File: config.mk
export PLATFORM = sky130hd
export DESIGN_NAME = sys_ctrl
export DESIGN_NICKNAME = d
export VERILOG_FILES = /design/src/rtl/sys_ctrl.sv
export SDC_FILE = /design/constraint.sdc
export NUM_CORES = 1
export LEC_CHECK = 0
export CORE_MARGIN = 2
export CORE_UTILIZATION = 47
export DETAILED_ROUTE_END_ITERATION = 10
export HOLD_SLACK_MARGIN = 0.03
export PLACE_DENSITY_LB_ADDON = 0.3
export SLEW_MARGIN = 20
export SYNTH_ARGS = -nofsm -noshare
export SYNTH_HDL_FRONTEND = slang
export SYNTH_SLANG_ARGS = --single-unit
File: constraint.sdc
create_clock -name clk -period 1.71 [get_ports clk]
set_input_delay 0.171 -clock clk [delete_from_list [all_inputs] [get_ports clk]]
set_output_delay 0.171 -clock clk [all_outputs]
set_load 0.01 [all_outputs]
File: src/rtl/sys_ctrl.sv
`default_nettype none
// ============================================================================
// Module  : sys_ctrl
// Brief   : Decodes UART command frames into register-file writes and reads,
//           and forwards read data to the TX FIFO.
// Rev     : 1.0  initial release
// ============================================================================
module sys_ctrl #(
    parameter int ADDR_WIDTH = 3,
    parameter int DATA_WIDTH = 8,
    parameter int RD_TIMEOUT = 4
) (
    input  logic                  clk,
    input  logic                  RST,
    input  logic [7:0]            RX_P_DATA,
    input  logic                  RX_D_VLD,
    output logic                  Wren,
    output logic                  Rden,
    output logic [ADDR_WIDTH-1:0] Address,
    output logic [DATA_WIDTH-1:0] WrData,
    input  logic [DATA_WIDTH-1:0] RdData,
    input  logic                  RdData_Valid,
    output logic [7:0]            TX_P_DATA,
    output logic                  TX_D_VLD,
    input  logic                  FIFO_FULL,
    output logic                  CMD_ERR
);

    localparam logic [7:0] CMD_WR = 8'hAA;
    localparam logic [7:0] CMD_RD = 8'hBB;
    localparam int CNT_W = (RD_TIMEOUT > 1) ? $clog2(RD_TIMEOUT) : 1;
    localparam logic [CNT_W-1:0] CNT_LAST = CNT_W'(RD_TIMEOUT - 1);

    typedef enum logic [2:0] {
        IDLE    = 3'd0,
        WR_ADDR = 3'd1,
        WR_DATA = 3'd2,
        RD_ADDR = 3'd3,
        RD_WAIT = 3'd4,
        TX_SEND = 3'd5
    } state_t;

    state_t                  state, state_next;
    logic [CNT_W-1:0]        rd_cnt, rd_cnt_next;
    logic [DATA_WIDTH-1:0]   rd_data, rd_data_next;
    logic                    wren_next, rden_next, tx_vld_next, err_next;
    logic [ADDR_WIDTH-1:0]   addr_next;
    logic [DATA_WIDTH-1:0]   wrdata_next;
    logic [7:0]              tx_data_next;
    logic                    addr_ok;

    // Address byte is legal only if no bit above the address field is set.
    assign addr_ok = (RX_P_DATA >> ADDR_WIDTH) == 8'd0;

    always_ff @(posedge clk or posedge RST) begin
        if (RST) begin
            state     <= IDLE;
            rd_cnt    <= '0;
            rd_data   <= '0;
            Wren      <= 1'b0;
            Rden      <= 1'b0;
            TX_D_VLD  <= 1'b0;
            CMD_ERR   <= 1'b0;
            Address   <= '0;
            WrData    <= '0;
            TX_P_DATA <= '0;
        end else begin
            state     <= state_next;
            rd_cnt    <= rd_cnt_next;
            rd_data   <= rd_data_next;
            Wren      <= wren_next;
            Rden      <= rden_next;
            TX_D_VLD  <= tx_vld_next;
            CMD_ERR   <= err_next;
            Address   <= addr_next;
            WrData    <= wrdata_next;
            TX_P_DATA <= tx_data_next;
        end
    end

    always_comb begin
        state_next   = state;
        rd_cnt_next  = rd_cnt;
        rd_data_next = rd_data;
        wren_next    = 1'b0;
        rden_next    = 1'b0;
        tx_vld_next  = 1'b0;
        err_next     = 1'b0;
        addr_next    = Address;
        wrdata_next  = WrData;
        tx_data_next = TX_P_DATA;

        case (state)
            IDLE: begin
                if (RX_D_VLD) begin
                    if (RX_P_DATA == CMD_WR)      state_next = WR_ADDR;
                    else if (RX_P_DATA == CMD_RD) state_next = RD_ADDR;
                    else                          err_next   = 1'b1;
                end
            end
            WR_ADDR, RD_ADDR: begin
                if (RX_D_VLD) begin
                    if (addr_ok) begin
                        addr_next = RX_P_DATA[ADDR_WIDTH-1:0];
                        if (state == WR_ADDR) begin
                            state_next = WR_DATA;
                        end else begin
                            state_next  = RD_WAIT;
                            rden_next   = 1'b1;
                            rd_cnt_next = '0;
                        end
                    end else begin
                        err_next   = 1'b1;
                        state_next = IDLE;
                    end
                end
            end
            WR_DATA: begin
                if (RX_D_VLD) begin
                    wren_next   = 1'b1;
                    wrdata_next = RX_P_DATA[DATA_WIDTH-1:0];
                    state_next  = IDLE;
                end
            end
            RD_WAIT: begin
                // Bytes arriving mid-read are dropped without disturbing the read.
                if (RX_D_VLD) err_next = 1'b1;
                if (RdData_Valid) begin
                    rd_data_next = RdData;
                    state_next   = TX_SEND;
                end else if (rd_cnt == CNT_LAST) begin
                    err_next    = 1'b1;
                    rd_cnt_next = '0;
                    state_next  = IDLE;
                end else begin
                    rd_cnt_next = rd_cnt + 1'b1;
                end
            end
            TX_SEND: begin
                if (RX_D_VLD) err_next = 1'b1;
                if (!FIFO_FULL) begin
                    tx_vld_next                  = 1'b1;
                    tx_data_next                 = '0;
                    tx_data_next[DATA_WIDTH-1:0] = rd_data;
                    state_next                   = IDLE;
                end
            end
            default: state_next = IDLE;
        endcase
    end

endmodule
`default_nettype wire

==> reports/metrics.yaml <==
status:
  status: "completed"
synthesis:
  yosysUniqueCellTypes: 28
  ys_seq_elements: 36
  syn_nets: 134
  avgSynthCellArea_um2: 13.85
  ys_warn_count: 0
  netlist_instances: 112
  ys_seq_area_share_pct: 58.06
  syn_area_mm2: 0.001551
cts:
  cts_setup_buffers: 0
  htreeDepth: 2
  ctsLongestPathBuffers: 2
  cts_inserted_buffers: 5
  postCtsHoldBufs: 0
  cts_tree: "built"
  ctsResizeCount: 0
  cts_sinks: 36
  clk_latency_ns: 0.33
  clk_transition_reported_paths_ns: 0.10
  root_buffer: "clkbuf_4"
hold_path:
  hp-class: "input pin to async pin"
routing:
  drt-initial-drc-count: 23
  viasPerCell: 5.142
  wl_per_cell_um: 15.09
  ant_nets: 0
  drcViolationCount: 0
  vias: 1121
  routed_wl_um: 3290
  firstDrtPassIters: 4
timing:
  finalSetupTns_ns: 0
  relSlewSlack_pct: 70.88
  finalHoldViolCount: 0
  holdWs_ns: 0.2285
  postLayoutSetupSlackWorst_ns: 0.09432
  max_freq_mhz: 618.9
  tightestPinTransition_ns: 0.4369
  period_needed_ns: 1.616
  post-route-period-util_pct: 94.48
  rsz0062_at_grt: "false"
  setup_viol: 0
  drv_slew: 0
  fin_skew_ns: 0.002283
place:
  dp_hpwl_um: 2470
  gp_congestion: 0.8115
  numPortBuffers: 43
  placed_area_mm2: 0.002138
  dpl.cell_count: 210
  pre_cts_ws_ns: -0.2139
global_routing:
  gr-usage-met3_pct: 7.353
  first_global_vias: 1152
  grt_use_met2_pct: 34.95
  grtUsageTotal_pct: 20.12
  busiest_layer: "met2"
  met1_usage_pct: 23.19
  grt_pass1_wl_um: 5375
  grt_max_degree: 37
  grt_remaining_overflow: 0
  antenna_found_initial: 0
worst_setup_path:
  cp-end-kind: "flip-flop"
  critPathBufInv: 0
  worstPathRequired_ns: 1.94
  worst_ep_arrival_time_ns: 1.84
  path_max_fanout: 4
  critPathKind: "flip-flop to flip-flop"
  cp_top_family: "simple AND/OR/NAND/NOR gates"
  crit_slowest_cell: "or4b_1"
  worst_path_largest_cell_delay_ns: 0.57
  crit_chain: "or4b_1 -> nor2_2 -> nor3_2 -> mux2_2"
  startpoint_type: "flip-flop"
final_layout:
  fin_util_pct: 71.98
  seq_area_um2: 900.9
  area_growth_syn_to_layout_pct: 43.95
  fillers: 238
  antenna_cells: 0
  layout-drive-gt1-share_pct: 36.21
  multi_input_area_um2: 616.8
  finalNonFillerCells: 218
  fin_area_mm2: 0.002233
  nets: 195
pwr:
  powerDensity_mw_per_mm2: 1233
  power.total_mw: 2.753
  p_leak_nw: 1.008
  ir_worst_vdd_mv: 0.9448
die:
  ioPinCount: 44
  die-area_mm2: 0.003777
  die_x_um: 61.46
  fp.coreArea_mm2: 0.003103
  initial_core_util_pct: 50.00
  row_count: 20
  die_y_um: 61.46
job:
  max_cap_violations: 0
==> power by group <==
group	internal, mW	switching [mW]	leakage [nW]
logic	0.560	0.375	0.486
registers	1.05	0.110	0.470
clock network	0.388	0.268	0.0515
==> placed cells by master, fill, tap and decap left out, types with 2 or more instances in the layout <==
master / synthesis / layout
nor3_2: 2 / 2
nand2_1: 4 / 4
nand4b_1: 2 / 2
nor2b_1: 2 / 2
nand2b_1: 2 / 2
buf_4: 0 / 16
inv_1: 4 / 4
clkdlybuf4s50_1: 0 / 43
clkbuf_4: 0 / 5
nor3_1: 5 / 5
o31ai_1: 2 / 2
clkbuf_8: 0 / 2
mux2_2: 30 / 30
o21ai_0: 2 / 2
dfrtp_1: 36 / 36
==> registers in the layout, indices dropped and copies added (netlist names) <==
| register | flops |
|---|---|
| rd_cnt | 2 |
| Address | 3 |
| TX_P_DATA | 8 |
| CMD_ERR | 1 |
| state | 3 |
| WrData | 8 |
| Wren | 1 |
| rd_data | 8 |
| TX_D_VLD | 1 |
| Rden | 1 |
==> worst paths after layout <==
check | start | end | slack (ns) | cells after the start
min reg2reg | rd_data[7] | TX_P_DATA[7] | 0.51 | 1
min in group clk | RdData[4] | rd_data[4] | 0.45 | 2
max | state[1] | state[2] | 0.09 | 4
max reg2reg | state[1] | state[2] | 0.09 | 4
max in group asynchronous | RST | rd_data[0] | 1.18 | 3
min | RST | rd_data[6] | 0.23 | 3
==> final cells by class <==
type / instances / area share (%)
well taps: 44 / 2.465
flip-flops and latches: 36 / 40.34
repair buffers: 59 / 24.65
clock inverters: 1 / 1.345
inverters: 4 / 0.6723
multi-input cells: 67 / 27.62
clock buffers: 7 / 2.913
==> routing by layer <==
metal	up-vias	part of all wire [%]	wire length [um]
li1	526	-	-
met1	556	41	1347
met2	34	52	1695
met3	5	6.3	206
met4	0	1.2	40
met5	-	0	0
==> synth_stat cells, drive strengths merged <==
| master | count | share of area, % |
|---|---|---|
| nand2 | 4 | 0.97 |
| nand2b | 2 | 0.81 |
| xor2 | 1 | 0.56 |
| ha | 1 | 0.81 |
| nand3 | 1 | 0.65 |
| or4b | 1 | 0.65 |
| a31o | 1 | 0.56 |
| o31a | 1 | 0.56 |
| o311ai | 1 | 0.56 |
| o31ai | 2 | 0.97 |
| nor3 | 7 | 2.9 |
| inv | 4 | 0.97 |
| a22o | 1 | 0.56 |
| or4 | 1 | 0.73 |
| o22ai | 1 | 0.40 |
| nor3b | 1 | 0.48 |
| nor4b | 1 | 0.56 |
| buf | 5 | 1.6 |
| nand4b | 2 | 1.1 |
| or3 | 1 | 0.48 |
| dfrtp | 36 | 58 |
| o21ai | 2 | 0.65 |
| nor2b | 2 | 0.81 |
| mux2 | 30 | 22 |
| nor2 | 2 | 1.1 |
| nor4bb | 1 | 0.65 |
==> worst min-delay path, delay by kind of cell <==
family                 cells  cell delay (ns)
buffers and inverters      3             0.82
==> cell families (layout without fill, tap and decap cells) <==
| kind of cell | Yosys count | in the layout | synth area share (%) |
|---|---|---|---|
| AO/OA/AOI/OAI | 9 | 9 | 4.275 |
| XOR/XNOR | 1 | 1 | 0.5646 |
| adder cells (fa/ha/maj) | 1 | 1 | 0.8063 |
| buffers and inverters | 9 | 71 | 2.580 |
| flip-flops | 36 | 36 | 58.06 |
| multiplexers | 30 | 30 | 21.77 |
| AND/OR/NAND/NOR | 26 | 26 | 11.94 |
(Power assumes the default switching activity.)
==> patch (same flow settings) <==
`TX_P_DATA` no longer has a reset.
--- a/src/rtl/sys_ctrl.sv
+++ b/src/rtl/sys_ctrl.sv
@@ -65,3 +65,2 @@
             WrData    <= '0;
-            TX_P_DATA <= '0;
         end else begin
@@ -76,4 +75,7 @@
             WrData    <= wrdata_next;
-            TX_P_DATA <= tx_data_next;
         end
+    end
+
+    always_ff @(posedge clk) begin
+        TX_P_DATA <= tx_data_next;
     end
Formal check against the unedited RTL: differs if RST is asserted again (counterexample within 10 cycles, from zero or initial values and one cycle with RST high); with RST held inactive, the same outputs for 10 cycles.
==> patch against the original RTL <==
  * Clock power down 32%
  * Design area down 2.3%
  * Total power down 7.6%
  * Sequential cell count unchanged
  * Combinational power down 5.3%
  * Non-clock buffer count up 3
  * Routed wire length down 9.4%
  * Synthesized area down 3.4%
  * Worst setup slack worse by 0.019 ns
  * Largest cell class unchanged
  * Highest routed layer unchanged
==> patch: results (changes against the original RTL) <==
nonclk buf count=62 (was 59); Post-Synth Adder-Cell Area=0.835% (was 0.806%); CP arrival=1.87 ns (was 1.84 ns); FFs w/ async S/R, synth=77.8% (was 100%); Logic inverters=5 (was 4); P per Cell Area=1170 mW/mm^2 (was 1230 mW/mm^2); RD Place Congestion=0.846 (was 0.812); status=finished, final reports clean (unchanged); distinct cell type count after synthesis=36 (was 28); EDFF count, synth=8 (was 0); GRT Total Usage=18.9% (was 20.1%); final-layout clock-cell area share=2.58% (was 4.26%); first-pass GRT wire length=5.00 mm (was 5.38 mm); Compound-Gate Fraction of Synth Area=6.34% (was 4.27%); top cells by area, synth=dfrtp_1, edfxtp_1, mux2_2 (was dfrtp_1, mux2_2, buf_2); pin count of the biggest net entering global routing=29 (was 37); # nets final=189 (was 195); post-synthesis mux area share=15.9% (was 21.8%); Cell Int Power=1.80 mW (was 2.00 mW); Iteration-0 DRC Markers=13 (was 23); router iterations before antenna repair=3 (was 4); metal2 WL=1.48 mm (was 1.70 mm); DR WL/cell=14.1 um (was 15.1 um); Static Leak=0.989 nW (was 1.01 nW); XOR/XNOR Fraction of Synth Area=0.584% (was 0.565%); DR vias/cell=4.92 (was 5.14); layout cell share with drive strength beyond 1=34.5% (was 36.2%); die area=0.00366 mm^2 (was 0.00378 mm^2); multi-input gate share of the layout cell area=24.1% (was 27.6%); sequential share of the synthesized area=62.8% (was 58.1%); vias in the first global route=1115 (was 1152); crit path max fanout=8 (was 4); #MultiIn Comb=57 (was 67); Comb pwr share=34.8% (was 34.0%); routed metal-1 wire length=1.21 mm (was 1.35 mm); worst slew pin tran=0.461 ns (was 0.437 ns); Layout non-clock buf frac=26.7% (was 24.6%); placed instance area=0.00211 mm^2 (was 0.00214 mm^2); met3 GRT Util=5.76% (was 7.35%)
## patch: cell count changes after synthesis, sizes merged, moves of 2 or more
cell and delta:
mux2 -10, nor3 -7, a21oi +2, dfrtp -8
nand2 +2, nand4b -2, nor2 +2, o31ai -2
edfxtp +8, buf -2
## patch: final timing paths
kind	from	end	slack, ns
min in group clk	RX_P_DATA[1]	WrData[1]	0.19
max in group asynchronous	RST	state[1]	1.24
max reg2reg	state[1]	state[1]	0.08
min	RST	Address[1]	0.18
max	state[1]	state[1]	0.08
min reg2reg	rd_data[5]	TX_P_DATA[5]	0.46
## patch: per-stage QoR
stage               power (mW)  worst slack, ns  instances
finish                    2.54           0.0752        212
global route              2.69          0.00362        212
CTS                       2.57           0.0252        212
detailed placement        2.12           -0.430        204
global placement          2.09           -0.378        204
floorplan                 1.65           0.0580        101
## patch: timing repair
action,in CTS,in global routing
pin swaps,1,3
resized for setup,2,8
endpoints found under the setup margin,2,5
